### src/rtl/hazard_forward_unit.sv
// hazard_forward_unit: EX operand forwarding selects, load-use / multiply
// scoreboard / multiply structural stall detection, and a single-entry
// latency tracker for the multi-cycle multiplier.
// Optional build macro HFU_WB_BYPASS_EN: enables the WB->ID regfile bypass
// selects fwd_id_rs / fwd_id_rt (tied 0 otherwise).
module hazard_forward_unit #(
   parameter int REG_AW  = 5,
   parameter int MUL_LAT = 4,
   parameter int CNT_W   = 4
) (
   input  logic              clk,
   input  logic              rst_n,
   input  logic [REG_AW-1:0] id_rs,
   input  logic [REG_AW-1:0] id_rt,
   input  logic              id_uses_rs,
   input  logic              id_uses_rt,
   input  logic              id_is_mul,
   input  logic [REG_AW-1:0] ex_rs,
   input  logic [REG_AW-1:0] ex_rt,
   input  logic [REG_AW-1:0] ex_rd,
   input  logic              ex_alusrc,
   input  logic              ex_memrd,
   input  logic              ex_mul_start,
   input  logic [REG_AW-1:0] mem_rd,
   input  logic              mem_regwr,
   input  logic [REG_AW-1:0] wb_rd,
   input  logic              wb_regwr,
   output logic [1:0]        fwd_a,
   output logic [1:0]        fwd_b,
   output logic              fwd_id_rs,
   output logic              fwd_id_rt,
   output logic              stall_if_id,
   output logic              bubble_id_ex,
   output logic              mul_busy,
   output logic              mul_wb_valid,
   output logic [REG_AW-1:0] mul_wb_rd
);

   typedef enum logic {IDLE = 1'b0, BUSY = 1'b1} state_t;

   state_t            state;
   logic [CNT_W-1:0]  cnt;
   logic [REG_AW-1:0] sb_rd;
   logic              mem_hit_a, wb_hit_a, mem_hit_b, wb_hit_b;
   logic              ld_use_haz, sb_haz, st_haz;

   assign mem_hit_a = mem_regwr && (mem_rd != '0) && (mem_rd == ex_rs);
   assign wb_hit_a  = wb_regwr  && (wb_rd  != '0) && (wb_rd  == ex_rs);
   assign mem_hit_b = mem_regwr && (mem_rd != '0) && (mem_rd == ex_rt);
   assign wb_hit_b  = wb_regwr  && (wb_rd  != '0) && (wb_rd  == ex_rt);

   // EX operand selects; EX/MEM holds the younger value so it beats MEM/WB
   always_comb begin
      fwd_a = 2'b00;
      if (mem_hit_a)     fwd_a = 2'b10;
      else if (wb_hit_a) fwd_a = 2'b11;
      fwd_b = 2'b00;
      if (ex_alusrc)      fwd_b = 2'b01;
      else if (mem_hit_b) fwd_b = 2'b10;
      else if (wb_hit_b)  fwd_b = 2'b11;
   end

`ifdef HFU_WB_BYPASS_EN
   // Regfile writes late in the cycle, so a same-cycle WB write must bypass to ID
   assign fwd_id_rs = wb_regwr && (wb_rd != '0) && (wb_rd == id_rs) && id_uses_rs;
   assign fwd_id_rt = wb_regwr && (wb_rd != '0) && (wb_rd == id_rt) && id_uses_rt;
`else
   assign fwd_id_rs = 1'b0;
   assign fwd_id_rt = 1'b0;
`endif

   assign mul_busy     = (state == BUSY);
   assign mul_wb_valid = mul_busy && (cnt == '0);
   assign mul_wb_rd    = mul_wb_valid ? sb_rd : '0;

   // Hazard detection; sb_rd == 0 means the multiply targets r0 and blocks nothing
   always_comb begin
      ld_use_haz = ex_memrd && (ex_rd != '0) &&
                   ((id_uses_rs && (id_rs == ex_rd)) || (id_uses_rt && (id_rt == ex_rd)));
      sb_haz     = mul_busy && (sb_rd != '0) &&
                   ((id_uses_rs && (id_rs == sb_rd)) || (id_uses_rt && (id_rt == sb_rd)));
      st_haz     = id_is_mul && mul_busy && ((cnt != '0) || ex_mul_start);
   end

   assign stall_if_id  = ld_use_haz || sb_haz || st_haz;
   assign bubble_id_ex = stall_if_id;

   // Multiply tracker: issue from IDLE, count down, re-issue allowed only on completion
   always_ff @(posedge clk or negedge rst_n) begin
      if (!rst_n) begin
         state <= IDLE;
         cnt   <= '0;
         sb_rd <= '0;
      end else begin
         case (state)
            IDLE: begin
               if (ex_mul_start) begin
                  state <= BUSY;
                  cnt   <= CNT_W'(MUL_LAT - 1);
                  sb_rd <= ex_rd;
               end
            end
            BUSY: begin
               if (cnt != '0) begin
                  // issue while counting is illegal and dropped
                  cnt <= cnt - CNT_W'(1);
               end else if (ex_mul_start) begin
                  cnt   <= CNT_W'(MUL_LAT - 1);
                  sb_rd <= ex_rd;
               end else begin
                  state <= IDLE;
               end
            end
            default: state <= IDLE;
         endcase
      end
   end

endmodule

### config.mk
export PLATFORM = sky130hd
export DESIGN_NAME = hazard_forward_unit
export DESIGN_NICKNAME = d
export VERILOG_FILES = /design/src/rtl/hazard_forward_unit.sv
export SDC_FILE = /design/constraint.sdc
export NUM_CORES = 1
export LEC_CHECK = 0
export CORE_UTILIZATION = 41
export DETAILED_ROUTE_END_ITERATION = 6
export HOLD_SLACK_MARGIN = 0.05
export PLACE_DENSITY = 0.91
export SETUP_SLACK_MARGIN = 0.2
export SYNTH_ARGS = -nofsm -noshare
export SYNTH_HDL_FRONTEND = slang
export SYNTH_SLANG_ARGS = --single-unit
### constraint.sdc
create_clock -name clk -period 5.45 [get_ports clk]
set_input_delay 1.09 -clock clk [delete_from_list [all_inputs] [get_ports clk]]
set_output_delay 1.09 -clock clk [all_outputs]
set_load 0.01 [all_outputs]
==> metrics.yaml, run 1 <==
yosys:
  synth_simple_gate_area_share_pct: 21.6
  synth.yosys.seq_area_share_pct: 23.8
  synth_xor_xnor_area_share_pct: 34.1
  synth_edf_count: 0
  synth_flop_type: "sky130_fd_sc_hd__dfrtp_1"
  synth_mux_area_share_pct: 5.34
  synth_area_um2: 1050
  syn_area_per_cell_um2: 8.71
  synthDominantCellAreaShare_pct: 23.8
  number_of_instances_in_the_synthesized_netlist: 121
  synth_top_family_by_area: "XOR/XNOR gates"
  synth_area_in_adders_pct: 2.38
  synth.yosys.warnings: 0
  post_synth_num_cell_types: 29
  synth_top_cells_by_area: "sky130_fd_sc_hd__dfrtp_1 (24%), sky130_fd_sc_hd__xnor2_1 (21%), sky130_fd_sc_hd__xor2_1 (13%), sky130_fd_sc_hd__mux2_2 (5.3%), sky130_fd_sc_hd__and2_1 (3.6%)"
  synthArstFlopShare_pct: 100
  post-synth-top-area-cell: "sky130_fd_sc_hd__dfrtp_1"
  synth-compound-area-share_pct: 9.26
  synth-seq-cells: 10
setup_path:
  cp-end-kind: "output pin"
  crit_path_start_kind: "input pin"
  timing.critical_path.arrival_ns: 3.18
  timing.critical_path.slowest_stage_cell: "sky130_fd_sc_hd__or4_1"
  required_ns: 4.36
  crit_path_max_incr_delay_ns: 0.55
  critical_path_class: "in2out"
  cp_max_fo: 3
  cp_cell_instances: "clkdlybuf4s50_1, or4_1, o21ai_2, or4_4, a41o_1, clkdlybuf4s50_1"
  critPathMostFrequentCell: "sky130_fd_sc_hd__clkdlybuf4s50_1"
cts:
  cts.repair_timing.setup_buffer_count: 0
  cts-root-to-sink-buffers: 2
  hold_buffers: 0
  cts.sinks: 10
  post_cts.resized_instances: 0
  cts_tree: "yes"
  clk_root_buffer_cell: "sky130_fd_sc_hd__clkbuf_4"
  cts_htree_levels: 1
  clock_latency_ns: 0.27
  cts_made_buffers: 3
  clk_transition_reported_paths_ns: 0.07
power_and_ir_drop:
  power.leakage_nw: 0.638
  peakVddDrop_uv: 312
  cellPowerDensity_nw_per_um2: 303
sta:
  timing.final.max_slew_violations: 0
  unrepaired_setup_endpoints_after_global_routing: "no"
  fin_worst_hold_slack_ns: 0.496
  clock_skew_ns: 0.000516
  final-hold-violation-count: 0
  tmin_final_ns: 4.27
  final.setup.tns_ns: 0
  max_freq_mhz: 234
  fin_crit_sh_pct: 78.4
  finalSetupViolations: 0
hold_path:
  timing.hold.worst.class: "reg2reg"
global_routing:
  groute.layer.met3.usage_pct: 5.22
  via_count_of_the_first_global_routing_pass: 1093
  pin_count_of_the_biggest_net_entering_global_routing: 11
  grt.busiest_layer: "met2"
  grt_util_all_layers_pct: 23.6
  grt_antenna_before_repair: 0
  global_route_wire_length_before_repair_mm: 4.78
  globalRouteMet1Util_pct: 23.9
  grt_overflow_total: 0
  grt_util_met2_pct: 47.5
routing:
  first_iteration_detailed_routing_drc_count: 23
  drt-wirelength-per-cell_um: 14.4
  detailedRoute.firstPassIterationCount: 4
  drc_violation_count_after_routing: 0
  route.vias.total: 1130
  vias_per_cell: 5.38
  antenna_violating_nets_post_route: 0
  routed_wirelength_mm: 3.02
floorplan:
  design.core.area_um2: 2450
  top_level_ports: 60
  floorplan.die.height_um: 52.7
  num_rows: 18
  initial_utilization_pct: 42.9
  die_outline_area_um2: 2780
  die_w_um: 52.7
placement:
  hpwl_mm: 2.55
  numPortBuffers: 57
  post-place-cells: 206
  gpl.final_weighted_congestion: 0.915
cells_and_area:
  post_layout_nets: 228
  stdcell_count: 210
  share_of_cells_above_drive_strength_1_pct: 7.22
  layout_commonest_cell: "sky130_fd_sc_hd__clkdlybuf4s50_1"
  antenna_cells_inserted: 0
  areaGrowthSynthToFinish_pct: 59.4
  multiInputGateArea_um2: 773
  num-fill-cells: 182
  mostFrequentLayoutCells: "sky130_fd_sc_hd__clkdlybuf4s50_1 (57), sky130_fd_sc_hd__xnor2_1 (25), sky130_fd_sc_hd__xor2_1 (16)"
  total_area_of_sequential_cells_um2: 250
job:
  maxCapViolations: 0
outcome:
  status: "complete, no violations"
==> critical path: cells and delay by family <==
family	cells	cell delay, ns
simple gates	2	0.71
compound gates	2	0.35
buf+inv	2	1.02
==> logic make-up after synthesis <==
| group | after synthesis |
|---|---|
| fa+ha+maj | 2 |
| mux | 5 |
| buf+inv | 6 |
| compound gates | 15 |
| xor+xnor | 41 |
| simple gates | 41 |
| other cells | 1 |
| flops | 10 |
==> report_power, final <==
group,internal (mW),leakage (nW),switching (mW)
logic,0.157,0.499,0.119
registers,0.111,0.117,0.0541
clock network,0.0406,0.0210,0.0273
==> Yosys cell counts, types with 4 or more instances <==
cell type,instances
sky130_fd_sc_hd__nand3_1,7
sky130_fd_sc_hd__nand2_1,6
sky130_fd_sc_hd__dfrtp_1,10
sky130_fd_sc_hd__and2_1,6
sky130_fd_sc_hd__nor2_1,6
sky130_fd_sc_hd__xnor2_1,25
sky130_fd_sc_hd__nor4_1,4
sky130_fd_sc_hd__o21ai_0,5
sky130_fd_sc_hd__xor2_1,16
sky130_fd_sc_hd__mux2_2,5
==> final cells by class <==
class | instances | area share [%]
multi-input combinational | 106 | 46.1
tap | 30 | 2.24
timing repair buffer | 57 | 34.0
clock buffer | 4 | 2.16
sequential | 10 | 14.9
inverter | 3 | 0.671
==> layer usage <==
metal,wire length (um),part of all wire [%],vias up
li1,-,-,539
met2,1590,52,71
met4,27,0.89,0
met3,245,8.1,4
met1,1160,38,516
met5,0,0,-
==> registers in the layout, summed over array words and instances, names as in the netlist <==
| signal | count |
|---|---|
| cnt | 4 |
| mul_busy | 1 |
| sb_rd | 5 |
==> metrics by stage <==
step                      area, um2  utilization (%)  setup slack [ns]  power, mW
after global routing           1680             68.4              1.10      0.548
after CTS                      1680             68.4              1.17      0.508
final                          1680             68.4              1.18      0.509
after detailed placement       1640             66.9              1.18      0.437
after global placement         1640             66.9              1.26      0.425
after floorplan                1060                -              2.20      0.318
==> final timing paths <==
path	from	to	slack (ns)	cells after the start
min in group asynchronous	rst_n	mul_busy$_DFF_PN0_	1.12	1
worst max-delay path	mem_rd[2]	fwd_b[0]	1.18	6
worst min-delay path	cnt[0]$_DFF_PN0_	cnt[0]$_DFF_PN0_	0.50	1
worst max register to register	cnt[0]$_DFF_PN0_	sb_rd[4]$_DFFE_PN0P_	3.69	6
max in group asynchronous	rst_n	cnt[3]$_DFF_PN0_	4.03	1
worst min register to register	cnt[0]$_DFF_PN0_	cnt[0]$_DFF_PN0_	0.50	1
Note: power is estimated with default switching activity, not from simulation.
==> inputs of run 2 (changes only) <==
--- a/config.mk
+++ b/config.mk
@@ -5,10 +5,10 @@
 export SDC_FILE = /design/constraint.sdc
 export NUM_CORES = 1
 export LEC_CHECK = 0
-export CORE_UTILIZATION = 41
+export CORE_UTILIZATION = 34
 export DETAILED_ROUTE_END_ITERATION = 6
 export HOLD_SLACK_MARGIN = 0.05
-export PLACE_DENSITY = 0.91
+export PLACE_DENSITY = 0.82
 export SETUP_SLACK_MARGIN = 0.2
 export SYNTH_ARGS = -nofsm -noshare
 export SYNTH_HDL_FRONTEND = slang
==> constraint.sdc (replaced) <==
create_clock -name clk -period 3.65 [get_ports clk]
set_input_delay 0.73 -clock clk [delete_from_list [all_inputs] [get_ports clk]]
set_output_delay 0.73 -clock clk [all_outputs]
set_load 0.01 [all_outputs]
==> metrics.yaml, run 2 (synthesis results as in run 1) <==
cts:
  cts.repair_timing.setup_buffer_count: 0  # unchanged
  cts.sinks: 10  # unchanged
  clock_latency_ns: 0.27  # about the same
  clk_transition_reported_paths_ns: 0.06  # about the same
  hold_buffers: 0  # unchanged
  cts_made_buffers: 3  # unchanged
  cts_htree_levels: 1  # unchanged
  clk_root_buffer_cell: "sky130_fd_sc_hd__clkbuf_4"
  cts_tree: "yes"
  cts-root-to-sink-buffers: 2  # unchanged
hold_path:
  timing.hold.worst.class: "reg2reg"
cells_and_area:
  layout_commonest_cell: "sky130_fd_sc_hd__clkdlybuf4s50_1"
  share_of_cells_above_drive_strength_1_pct: 8.33  # +1.1 points
  largest_register: "sb_rd"
  areaGrowthSynthToFinish_pct: 60.5
  post_layout_nets: 228  # unchanged
  largest_register_ff_count: 5  # unchanged
  antenna_cells_inserted: 0  # unchanged
  mostFrequentLayoutCells: "sky130_fd_sc_hd__clkdlybuf4s50_1 (51), sky130_fd_sc_hd__xnor2_1 (25), sky130_fd_sc_hd__xor2_1 (16)"
global_routing:
  global_route_wire_length_before_repair_mm: 4.79  # +0.15%
  grt_util_all_layers_pct: 18.3  # -5.3 points
  pin_count_of_the_biggest_net_entering_global_routing: 11  # unchanged
  grt_antenna_before_repair: 0  # unchanged
  grt_overflow_total: 0  # unchanged
  via_count_of_the_first_global_routing_pass: 1104  # +1.0%
setup_path:
  critical_path_class: "in2out"
  cp_max_fo: 3  # unchanged
  cp-end-kind: "output pin"
  crit_path_start_kind: "input pin"
  timing.critical_path.arrival_ns: 2.64  # -0.54 ns
  required_ns: 2.92  # -1.44 ns
power_and_ir_drop:
  power.leakage_nw: 0.676  # +6.0%
  cellPowerDensity_nw_per_um2: 444  # +46%
  peakVddDrop_uv: 369  # +18%
sta:
  final.setup.tns_ns: 0  # unchanged
  tmin_final_ns: 3.37
  unrepaired_setup_endpoints_after_global_routing: "yes"
  clock_skew_ns: 0.00558  # +0.00507 ns
  postLayoutSetupSlackWorst_ns: 0.279  # -0.899 ns
  max_freq_mhz: 297
  finalSetupViolations: 0  # unchanged
  final-hold-violation-count: 0  # unchanged
  fin_crit_sh_pct: 92.4
  timing.final.max_slew_violations: 0  # unchanged
routing:
  drt-wirelength-per-cell_um: 14.1  # -1.9%
  routed_wirelength_mm: 2.98  # -1.5%
  first_iteration_detailed_routing_drc_count: 34  # +48%
  route.vias.total: 1065  # -5.8%
  vias_per_cell: 5.05  # -6.2%
  detailedRoute.firstPassIterationCount: 7  # +3
  drc_violation_count_after_routing: 3  # +3
  antenna_violating_nets_post_route: 0  # unchanged
placement:
  gpl.final_weighted_congestion: 0.874  # -4.5%
  dp_worst_setup_slack_ns: 0.121  # -1.06 ns
  hpwl_mm: 2.59  # +1.9%
  numPortBuffers: 57  # unchanged
floorplan:
  floorplan.die.height_um: 57.7  # +9.4%
  design.core.area_um2: 2850  # +16%
  die_w_um: 57.7  # +9.4%
  die_outline_area_um2: 3330  # +20%
  initial_utilization_pct: 36.9  # -6.0 points
  top_level_ports: 60  # unchanged
  num_rows: 19  # +1
outcome:
  status: "finished, violations left"
  violated_checks: "DRC"
job:
  maxCapViolations: 0  # unchanged
[run 2: cell count changes in the layout (fill, tap and decap cells not counted), sizes merged]
cell,before,now
clkdlybuf4s50,57,51
dlygate4sd2,0,4
dlymetal6s2s,0,2
[run 2: path summary, 6_finish.rpt]
check                                 start                    to  slack [ns]  cells after the start
setup / recovery                  mem_rd[1]              fwd_a[0]        0.28                      6
setup reg to reg           cnt[0]$_DFF_PN0_  sb_rd[3]$_DFFE_PN0P_        1.86                      6
hold / removal             cnt[0]$_DFF_PN0_      cnt[0]$_DFF_PN0_        0.50                      1
max in group asynchronous             rst_n  sb_rd[1]$_DFFE_PN0P_        2.58                      1
min in group asynchronous             rst_n    mul_busy$_DFF_PN0_        0.77                      1
hold reg to reg            cnt[0]$_DFF_PN0_      cnt[0]$_DFF_PN0_        0.50                      1
[run 2: per-stage QoR]
stage | total power, mW | cells | hold WS [ns] | instance area, um2 | util, %
finish | 0.750 | 211 | 0.500 | 1690 | 59.3
global route | 0.803 | 211 | 0.539 | 1690 | 59.3
CTS | 0.752 | 211 | 0.498 | 1680 | 58.7
detailed placement | 0.658 | 207 | 0.491 | 1640 | 57.6
global placement | 0.636 | 207 | 0.484 | 1640 | 57.6
floorplan | 0.475 | 122 | 0.434 | 1060 | -
[run 2: worst max-delay path: stages]
cell and delay, ns:
sky130_fd_sc_hd__clkdlybuf4s50_1 0.46, sky130_fd_sc_hd__or4_1 0.56, sky130_fd_sc_hd__o21ai_2 0.17, sky130_fd_sc_hd__nor3_1 0.08
sky130_fd_sc_hd__nor2_1 0.10, sky130_fd_sc_hd__clkdlybuf4s50_1 0.54
[run 2: where the power goes]
part           internal (mW)  switching (mW)  total (mW)
Combinational          0.228           0.182       0.409
Clock                 0.0605          0.0370      0.0976
Sequential             0.166          0.0770       0.243
Total                  0.455           0.296       0.750
[run 2: what timing repair did]
item,4_1_cts,5_1_grt
endpoints found under the setup margin,4,2
endpoints found under the hold margin,0,0
pin swaps,1,0
resized for setup,4,4
[run 2: final cells by class]
type	instances	area (um2)
Clock buffer	4	36.3
Fill cell	239	1160
Sequential cell	10	250
Inverter	3	11.3
Multi-Input combinational cell	106	783
Tap cell	31	38.8
Timing Repair Buffer	57	571
[run 2: metal layers]
metal	vias up	GRT usage, %	share of wire, %
met5	-	0	0
met4	0	6.80	1.5
met3	6	1.79	4.1
met2	34	33.6	54
met1	490	22.3	40
li1	535	-	-
==> inputs of run 3 (changes only) <==
--- a/config.mk
+++ b/config.mk
@@ -6,6 +6,7 @@
 export NUM_CORES = 1
 export LEC_CHECK = 0
 export CORE_UTILIZATION = 34
+export CTS_CLUSTER_SIZE = 10
 export DETAILED_ROUTE_END_ITERATION = 6
 export HOLD_SLACK_MARGIN = 0.05
 export PLACE_DENSITY = 0.82
==> results of run 3 <==
Final layout, timing and power as in run 2 (identical DEF).
